**config.mk**
```make
export PLATFORM = sky130hd
export DESIGN_NAME = unified_mem_arbiter
export DESIGN_NICKNAME = d
export VERILOG_FILES = /design/src/rtl/unified_mem_arbiter_pkg.sv /design/src/rtl/unified_mem_arbiter_arb_pick.sv /design/src/rtl/unified_mem_arbiter.sv
export SDC_FILE = /design/constraint.sdc
export NUM_CORES = 1
export LEC_CHECK = 0
export BUFFER_PORTS_ARGS = -buffer_cell sky130_fd_sc_hd__buf_2
export CAP_MARGIN = 20
export CORE_ASPECT_RATIO = 0.5
export CORE_MARGIN = 10
export CORE_UTILIZATION = 40
export DETAILED_ROUTE_END_ITERATION = 7
export PLACE_DENSITY = 0.81
export SLEW_MARGIN = 25
export SYNTH_ARGS = -nofsm -noshare
export SYNTH_HDL_FRONTEND = slang
export SYNTH_SLANG_ARGS = --single-unit
export TNS_END_PERCENT = 50
```
**constraint.sdc**
```tcl
create_clock -name clk -period 2 [get_ports clk]
set_clock_uncertainty 0.05 [all_clocks]
set_input_delay 0.4 -clock clk [delete_from_list [all_inputs] [get_ports clk]]
set_output_delay 0.4 -clock clk [all_outputs]
set_load 0.05 [all_outputs]
```
**src/rtl/unified_mem_arbiter_pkg.sv**
```systemverilog
// Shared encodings for the unified instruction/data memory arbiter.
package unified_mem_arbiter_pkg;

    typedef enum logic [1:0] {
        IDLE  = 2'd0,
        ISSUE = 2'd1,
        RESP  = 2'd2
    } state_t;

    localparam logic       OWN_IF  = 1'b0;
    localparam logic       OWN_DM  = 1'b1;
    localparam logic [3:0] BE_FULL = 4'b1111;

endpackage

```
**src/rtl/unified_mem_arbiter_arb_pick.sv**
```systemverilog
// Combinational winner select between fetch and load/store requests.
// ARB_ROUND_ROBIN_EN: alternate on contention; otherwise DM always wins over IF.
module arb_pick
    import unified_mem_arbiter_pkg::*;
(
    input  logic if_req,
    input  logic dm_req,
    input  logic last_win,
    output logic win
);

`ifdef ARB_ROUND_ROBIN_EN
    always_comb begin
        win = dm_req ? OWN_DM : OWN_IF;
        // On contention hand the slot to whoever did not win last time.
        if (if_req && dm_req) begin
            win = (last_win == OWN_IF) ? OWN_DM : OWN_IF;
        end
    end
`else
    logic unused_last_win;
    assign unused_last_win = last_win;
    assign win = dm_req ? OWN_DM : OWN_IF;
`endif

endmodule

```
**src/rtl/unified_mem_arbiter.sv**
```systemverilog
// Sequences one single-ported synchronous-read memory between fetch and load/store.
// Build option ARB_ROUND_ROBIN_EN selects round-robin instead of DM-first priority.
module unified_mem_arbiter
    import unified_mem_arbiter_pkg::*;
#(
    parameter int ADDR_W = 32,
    parameter int DATA_W = 32
) (
    input  logic              clk,
    input  logic              reset,
    input  logic              if_req,
    input  logic [ADDR_W-1:0] if_addr,
    output logic              if_ack,
    output logic [DATA_W-1:0] if_rdata,
    input  logic              dm_req,
    input  logic              dm_we,
    input  logic [3:0]        dm_be,
    input  logic [ADDR_W-1:0] dm_addr,
    input  logic [DATA_W-1:0] dm_wdata,
    output logic              dm_ack,
    output logic [DATA_W-1:0] dm_rdata,
    output logic              mem_en,
    output logic              mem_we,
    output logic [3:0]        mem_be,
    output logic [ADDR_W-1:0] mem_addr,
    output logic [DATA_W-1:0] mem_wdata,
    input  logic [DATA_W-1:0] mem_rdata,
    output logic              busy,
    output logic [1:0]        dbg_state
);

    // Handshake: a requester raises req with stable addr/data and holds it until
    // it sees ack for one cycle; its inputs are captured on the grant edge only.

    state_t            state_q, state_d;
    logic              owner_q;
    logic [ADDR_W-1:0] addr_q;
    logic              we_q;
    logic [3:0]        be_q;
    logic [DATA_W-1:0] wdata_q;
    logic              grant;
    logic              gnt_own;
    logic              win;

    arb_pick u_pick (
        .if_req   (if_req),
        .dm_req   (dm_req),
        .last_win (owner_q),
        .win      (win)
    );

    always_comb begin
        state_d = state_q;
        grant   = 1'b0;
        gnt_own = win;
        case (state_q)
            IDLE: begin
                if (if_req || dm_req) begin
                    grant   = 1'b1;
                    state_d = ISSUE;
                end
            end
            ISSUE: state_d = RESP;
            RESP: begin
                state_d = IDLE;
                // The owner drops its request after this ack, so only the other side counts.
                if ((owner_q == OWN_IF) ? dm_req : if_req) begin
                    grant   = 1'b1;
                    gnt_own = ~owner_q;
                    state_d = ISSUE;
                end
            end
            default: state_d = IDLE;
        endcase
    end

    always_ff @(posedge clk or negedge reset) begin
        if (!reset) begin
            state_q <= IDLE;
            owner_q <= OWN_IF;
            addr_q  <= '0;
            we_q    <= 1'b0;
            be_q    <= '0;
            wdata_q <= '0;
        end else begin
            state_q <= state_d;
            if (grant) begin
                owner_q <= gnt_own;
                if (gnt_own == OWN_DM) begin
                    addr_q  <= dm_addr;
                    we_q    <= dm_we;
                    be_q    <= dm_be;
                    wdata_q <= dm_wdata;
                end else begin
                    addr_q  <= if_addr;
                    we_q    <= 1'b0;
                    be_q    <= BE_FULL;
                    wdata_q <= '0;
                end
            end
        end
    end

    assign mem_en    = (state_q == ISSUE);
    assign mem_we    = mem_en && we_q;
    assign mem_be    = mem_en ? be_q : 4'b0000;
    assign mem_addr  = addr_q;
    assign mem_wdata = wdata_q;

    assign if_ack    = (state_q == RESP) && (owner_q == OWN_IF);
    assign dm_ack    = (state_q == RESP) && (owner_q == OWN_DM);
    assign if_rdata  = mem_rdata;
    assign dm_rdata  = mem_rdata;
    assign busy      = (state_q != IDLE);
    assign dbg_state = state_q;

endmodule
```
==> results by group, run 1 <==
Yosys
  • Ys flop type: dfrtp_1
  • Area share of the largest cell type after synthesis: 0.518
  • Post-synth ARST share: 1.00
  • Compound-Gate Fraction of Synth Area: 0.146
  • Avg Inst Size Synth: 11.3 um2
  • Post-synthesis register bit count: 72
  • XOR/XNOR share of the synthesized area: 0
  • Multiplexer share of the synthesized area: 0.0921
  • Top-count cell post-synth: dfrtp_1
  • Syn_nets: 446
  • Syn Std Cell Area: 3480 um2
  • Largest family of logic cells by synthesized area: buffers and inverters
  • Synth area leader: dfrtp_1
  • Number of warnings issued by yosys: 0
  • Post-synth EDFFs: 0
  • Synth cell count leaders: dfrtp_1 (72), buf_4 (65), nand2_1 (34)
  • Post-synthesis cell type count: 22
  • Mapped Cells: 309
  • Synth top area cells: dfrtp_1 (52%), buf_4 (14%), mux2i_1 (9.2%), a22o_1 (8.3%), nand2_1 (3.7%)
  • Sequential area share after synthesis: 0.518
  • Post-Synth Simple-Gate Area: 0.0626
  • Post-Synth Adder-Cell Area: 0

Critical path
  • Worst EP arrival: 1.46 ns
  • Crit Path Category: reg2out
  • Max FO, Critical Path: 6
  • CP Cell Sequence: buf_4, nor2b_4, and2_2, buf_2
  • CP Launch Type: flop
  • Max stage delay cell, worst path: dfrtp_1
  • CP required: 1.55 ns
  • CP max stage delay: 0.37 ns
  • CP endpoint kind: output pin

Clock network
  • Worst-Skew Late Latency: 0.32 ns
  • Num CTS Buffers: 9
  • Hold Buf Count CTS: 0
  • TritonCTS clock tree: yes
  • Clk buf depth: 2
  • Clock sinks: 72
  • Root buf cell: clkbuf_16
  • Postcts setup bufs: 0
  • Clock slew at reported path FFs: 0.05 ns
  • H-tree levels: 3
  • Post-CTS resize count: 0

Placement
  • Dpl cells: 526
  • Pre-CTS WS: 0.276 ns
  • HPWL Detailed: 7710 um
  • RD Place Congestion: 0.805
  • IO Port Bufs: 179

Routing
  • Routed Antenna Nets: 0
  • Vias: 2542
  • Average via count per standard cell: 4.69
  • Routed WL per cell: 18.1 um
  • Residual DRC: 0
  • TritonRoute pass-1 iters: 5
  • DRT Wirelength: 9830 um
  • Iter 0 DRT Violations: 97

Timing
  • RSZ-0062 raised after global routing: no
  • Setup slack after layout: 0.0920 ns
  • Final hold viol count: 0
  • Slew Limit Headroom: 0.739
  • Final setup viols: 0
  • Setup_tns: 0 ns
  • Fin. max-slew vios: 0
  • Worst-margin pin slew: 0.391 ns
  • F_max: 0.524 GHz
  • Fin crit period: 1.91 ns
  • Final period utilization: 0.954

GRT
  • First-pass GRT wire length: 15100 um
  • Total GRT Usage: 0.143
  • Antenna violations before repair: 0
  • Grt ovf: 0
  • Vias in the first global route: 2801
  • Largest net degree at the start of global routing: 82

Floorplan
  • Core ar.: 8230 um2
  • Die Height: 85.9 um
  • Die area: 13000 um2
  • # rows: 23
  • # IOs: 276
  • Die W: 152 um
  • Starting Density: 0.422

Power and ir drop
  • Max VDD drop: 926 uV
  • Pwr/cell area: 2190 nW/um2
  • Cell leakage power: 2.36 nW

Finish
  • # fillers: 753
  • Final core occ: 0.528
  • Cell Count, Final, Fillers Out: 542
  • Layout cells sized above 1: 0.488
  • Final Net Count: 562
  • Antenna diodes: 0
  • Area grow syn2layout: 24.9%

Worst hold path
  • Worst Hold Class: in2async

Run
  • Max-Cap Viols: 0

Status
  • Result of the run: completed
## sequential cells by signal (all words and copies together) (netlist names)
register,cells
be_q,4
mem_wdata,32
dbg_state,2
we_q,1
owner_q,1
mem_addr,32
## cell usage in the layout (no fill, tap or decap), drive strengths merged
cell type	n
mux2i	32
nand3b	1
o21ai	34
clkinv	1
inv	2
nor2b	2
dfrtp	72
clkbuf	12
nor2	3
nand2	34
a311o	1
clkinvlp	1
o22a	4
or2	1
a22o	33
bufinv	2
and2	5
buf	187
and3b	1
nand2b	2
## worst max-delay path: cells and delay by family, from the launching register on
family,cells,cell delay (ns)
flops,1,0.37
simple gates,2,0.33
buf+inv,2,0.42
## routing by layer
layer | vias to the layer above | share of wire | track usage
met1 | 1184 | 0.34 | 0.140
li1 | 1233 | - | -
met4 | 0 | 0.038 | 0.0825
met2 | 78 | 0.57 | 0.273
met3 | 47 | 0.047 | 0.0394
met5 | - | 0 | 0
## cells by family after synthesis
logic type | count (synthesis)
buf+inv | 84
flops | 72
compound gates | 72
simple gates | 49
mux | 32
## layout make-up
| class | instances | area (um2) | area share |
|---|---|---|---|
| Inverter | 2 | 7.51 | 0.00173 |
| Clock buffer | 12 | 256 | 0.0591 |
| Clock inverter | 4 | 76.3 | 0.0176 |
| Sequential cell | 72 | 1800 | 0.415 |
| Timing Repair Buffer | 187 | 993 | 0.229 |
| Multi-Input combinational cell | 153 | 1070 | 0.246 |
| Tap cell | 112 | 140 | 0.0323 |
## through the flow
stage / hold slack [ns] / total power (W) / area (um2)
floorplan: 0.0544 / 0.00691 / 3490
global placement: 0.405 / 0.00774 / 4010
detailed placement: 0.415 / 0.00785 / 4010
CTS: 0.0682 / 0.00962 / 4340
global route: 0.0776 / 0.00999 / 4340
finish: 0.0345 / 0.00951 / 4340
## power by group
group          internal (W)  switching, W
logic               0.00128       0.00392
registers           0.00219      0.000370
clock network       0.00116      0.000575
total               0.00464       0.00487
## path summary, 6_finish.rpt
check	start	slack, ns	to	cells after the start
hold / removal	reset	0.03	owner_q	2
setup / recovery	dbg_state[1]	0.09	mem_be[2]	4
max in group asynchronous	reset	1.53	mem_addr[30]	2
hold reg to reg	mem_addr[17]	0.42	mem_addr[17]	2
min in group clk	dm_be[2]	0.23	be_q[2]	2
setup reg to reg	owner_q	0.30	mem_wdata[11]	4
Note: power is estimated with default switching activity, not from simulation.
==> run 2, diff against run 1 <==
CELL_PAD_IN_SITES_DETAIL_PLACEMENT = 1   (was default)
CELL_PAD_IN_SITES_GLOBAL_PLACEMENT = 1   (was default)
CORE_UTILIZATION = 28   (was 40)
PLACE_DENSITY = default   (was 0.81)
PLACE_DENSITY_LB_ADDON = 0.1   (was default)
==> results by group, run 2 (synthesis results as in run 1) <==
Timing
  • Final hold viol count: 0
  • Worst-margin pin slew: 0.404 ns
  • Final setup viols: 0
  • RSZ-0062 raised after global routing: no
  • F_max: 0.537 GHz
  • Slew Limit Headroom: 0.730
  • Fin. max-slew vios: 0
  • Final period utilization: 0.931
  • Fin crit period: 1.86 ns

Finish
  • Commonest non-fill, non-tap cell in the layout: buf_2
  • Final core occ: 0.367
  • Antenna diodes: 0
  • Commonest non-fill, non-tap cells in the layout: buf_2 (178), dfrtp_1 (72), nand2_1 (34), a22o_1 (33), mux2i_1 (32)
  • Final Net Count: 560
  • Layout cells sized above 1: 0.486
  • Area grow syn2layout: 26.4%

Placement
  • IO Port Bufs: 179
  • HPWL Detailed: 8990 um
  • RD Place Congestion: 0.716

Status
  • Result of the run: completed

Routing
  • Routed WL per cell: 19.1 um
  • Average via count per standard cell: 4.44
  • Vias: 2632
  • Iter 0 DRT Violations: 62
  • TritonRoute pass-1 iters: 4
  • Routed Antenna Nets: 0
  • Residual DRC: 0
  • DRT Wirelength: 11400 um

Clock network
  • Worst-Skew Late Latency: 0.33 ns
  • Post-CTS resize count: 0
  • Clk buf depth: 2
  • Hold Buf Count CTS: 1
  • Postcts setup bufs: 0
  • H-tree levels: 3
  • Clock sinks: 72
  • Num CTS Buffers: 9
  • TritonCTS clock tree: yes
  • Clock slew at reported path FFs: 0.06 ns
  • Root buf cell: clkbuf_16

GRT
  • Largest net degree at the start of global routing: 77
  • M2 GR Usage: 0.243
  • Met1 usage: 0.108
  • First-pass GRT wire length: 17000 um
  • Antenna violations before repair: 0
  • M3 GR Usage: 0.0541
  • Total GRT Usage: 0.124
  • Vias in the first global route: 3019
  • Grt ovf: 0
  • Gr busiest metal: met2

Critical path
  • CP endpoint kind: output pin
  • Worst EP arrival: 1.41 ns
  • CP Launch Type: flop
  • CP required: 1.55 ns
  • Max FO, Critical Path: 7
  • Crit Path Category: reg2out
  • CP max stage delay: 0.50 ns
  • Max stage delay cell, worst path: dfrtp_1
  • Buffer and inverter count on the worst path: 1
  • CP top delay family: flip-flops
  • CP Cell Sequence: nand2b_1, nor2_1, buf_2

Floorplan
  • # rows: 28
  • Die area: 17500 um2
  • # IOs: 276
  • Die W: 178 um
  • Core ar.: 12000 um2
  • Starting Density: 0.290
  • Die Height: 98.8 um

Power and ir drop
  • Max VDD drop: 1010 uV
  • Total Power: 0.00951 W
  • Cell leakage power: 2.35 nW
  • Pwr/cell area: 2160 nW/um2

Worst hold path
  • Worst Hold Class: in2reg

Run
  • Max-Cap Viols: 0
-- run 2: cell count changes in the layout (fill, tap and decap cells not counted), sizes merged --
cell         delta
buf             -3
clkbuf          -2
clkinv          +2
clkinvlp        -1
dlygate4sd3     +1
inv             +1
-- run 2: cell type report --
class                      count  area (um2)
inverter                       2        7.51
sequential                    72        1800
multi-input combinational    153        1070
tap                          165         206
clock buffer                  10         239
fill                        1379        7590
timing repair buffer         185         983
clock inverter                 6        91.3
-- run 2: report_power, final --
group | leakage, nW | switching [W] | internal, W | total [W]
Combinational | 1.30 | 0.00389 | 0.00126 | 0.00515
Sequential | 0.891 | 0.000415 | 0.00219 | 0.00261
Clock | 0.163 | 0.000619 | 0.00113 | 0.00175
Total | 2.35 | 0.00493 | 0.00458 | 0.00951
-- run 2: final timing paths --
kind                               from       endpoint  slack, ns  cells after the start
setup reg to reg           dbg_state[1]   mem_addr[14]       0.32                      5
hold / removal             dm_wdata[19]  mem_wdata[19]       0.23                      2
min in group asynchronous         reset   mem_wdata[6]       0.49                      2
hold reg to reg            mem_addr[19]   mem_addr[19]       0.42                      2
setup / recovery           dbg_state[1]         dm_ack       0.14                      3
max in group asynchronous         reset    mem_addr[1]       0.82                      3
-- run 2: layer usage --
| layer | up-vias | part of all wire |
|---|---|---|
| met3 | 40 | 0.094 |
| met4 | 0 | 0.022 |
| li1 | 1231 | - |
| met2 | 117 | 0.56 |
| met5 | - | 0 |
| met1 | 1244 | 0.32 |
-- run 2: per-stage QoR --
step                      hold slack, ns  setup TNS, ns  cell area [um2]  instances  setup slack [ns]
after floorplan                   0.0544         -0.223             3490        309           -0.0711
after global placement             0.301              0             4060        576             0.330
after detailed placement           0.313              0             4060        576             0.288
after CTS                          0.219              0             4400        593             0.112
after global routing               0.227              0             4400        593            0.0513
final                              0.233              0             4400        593             0.138
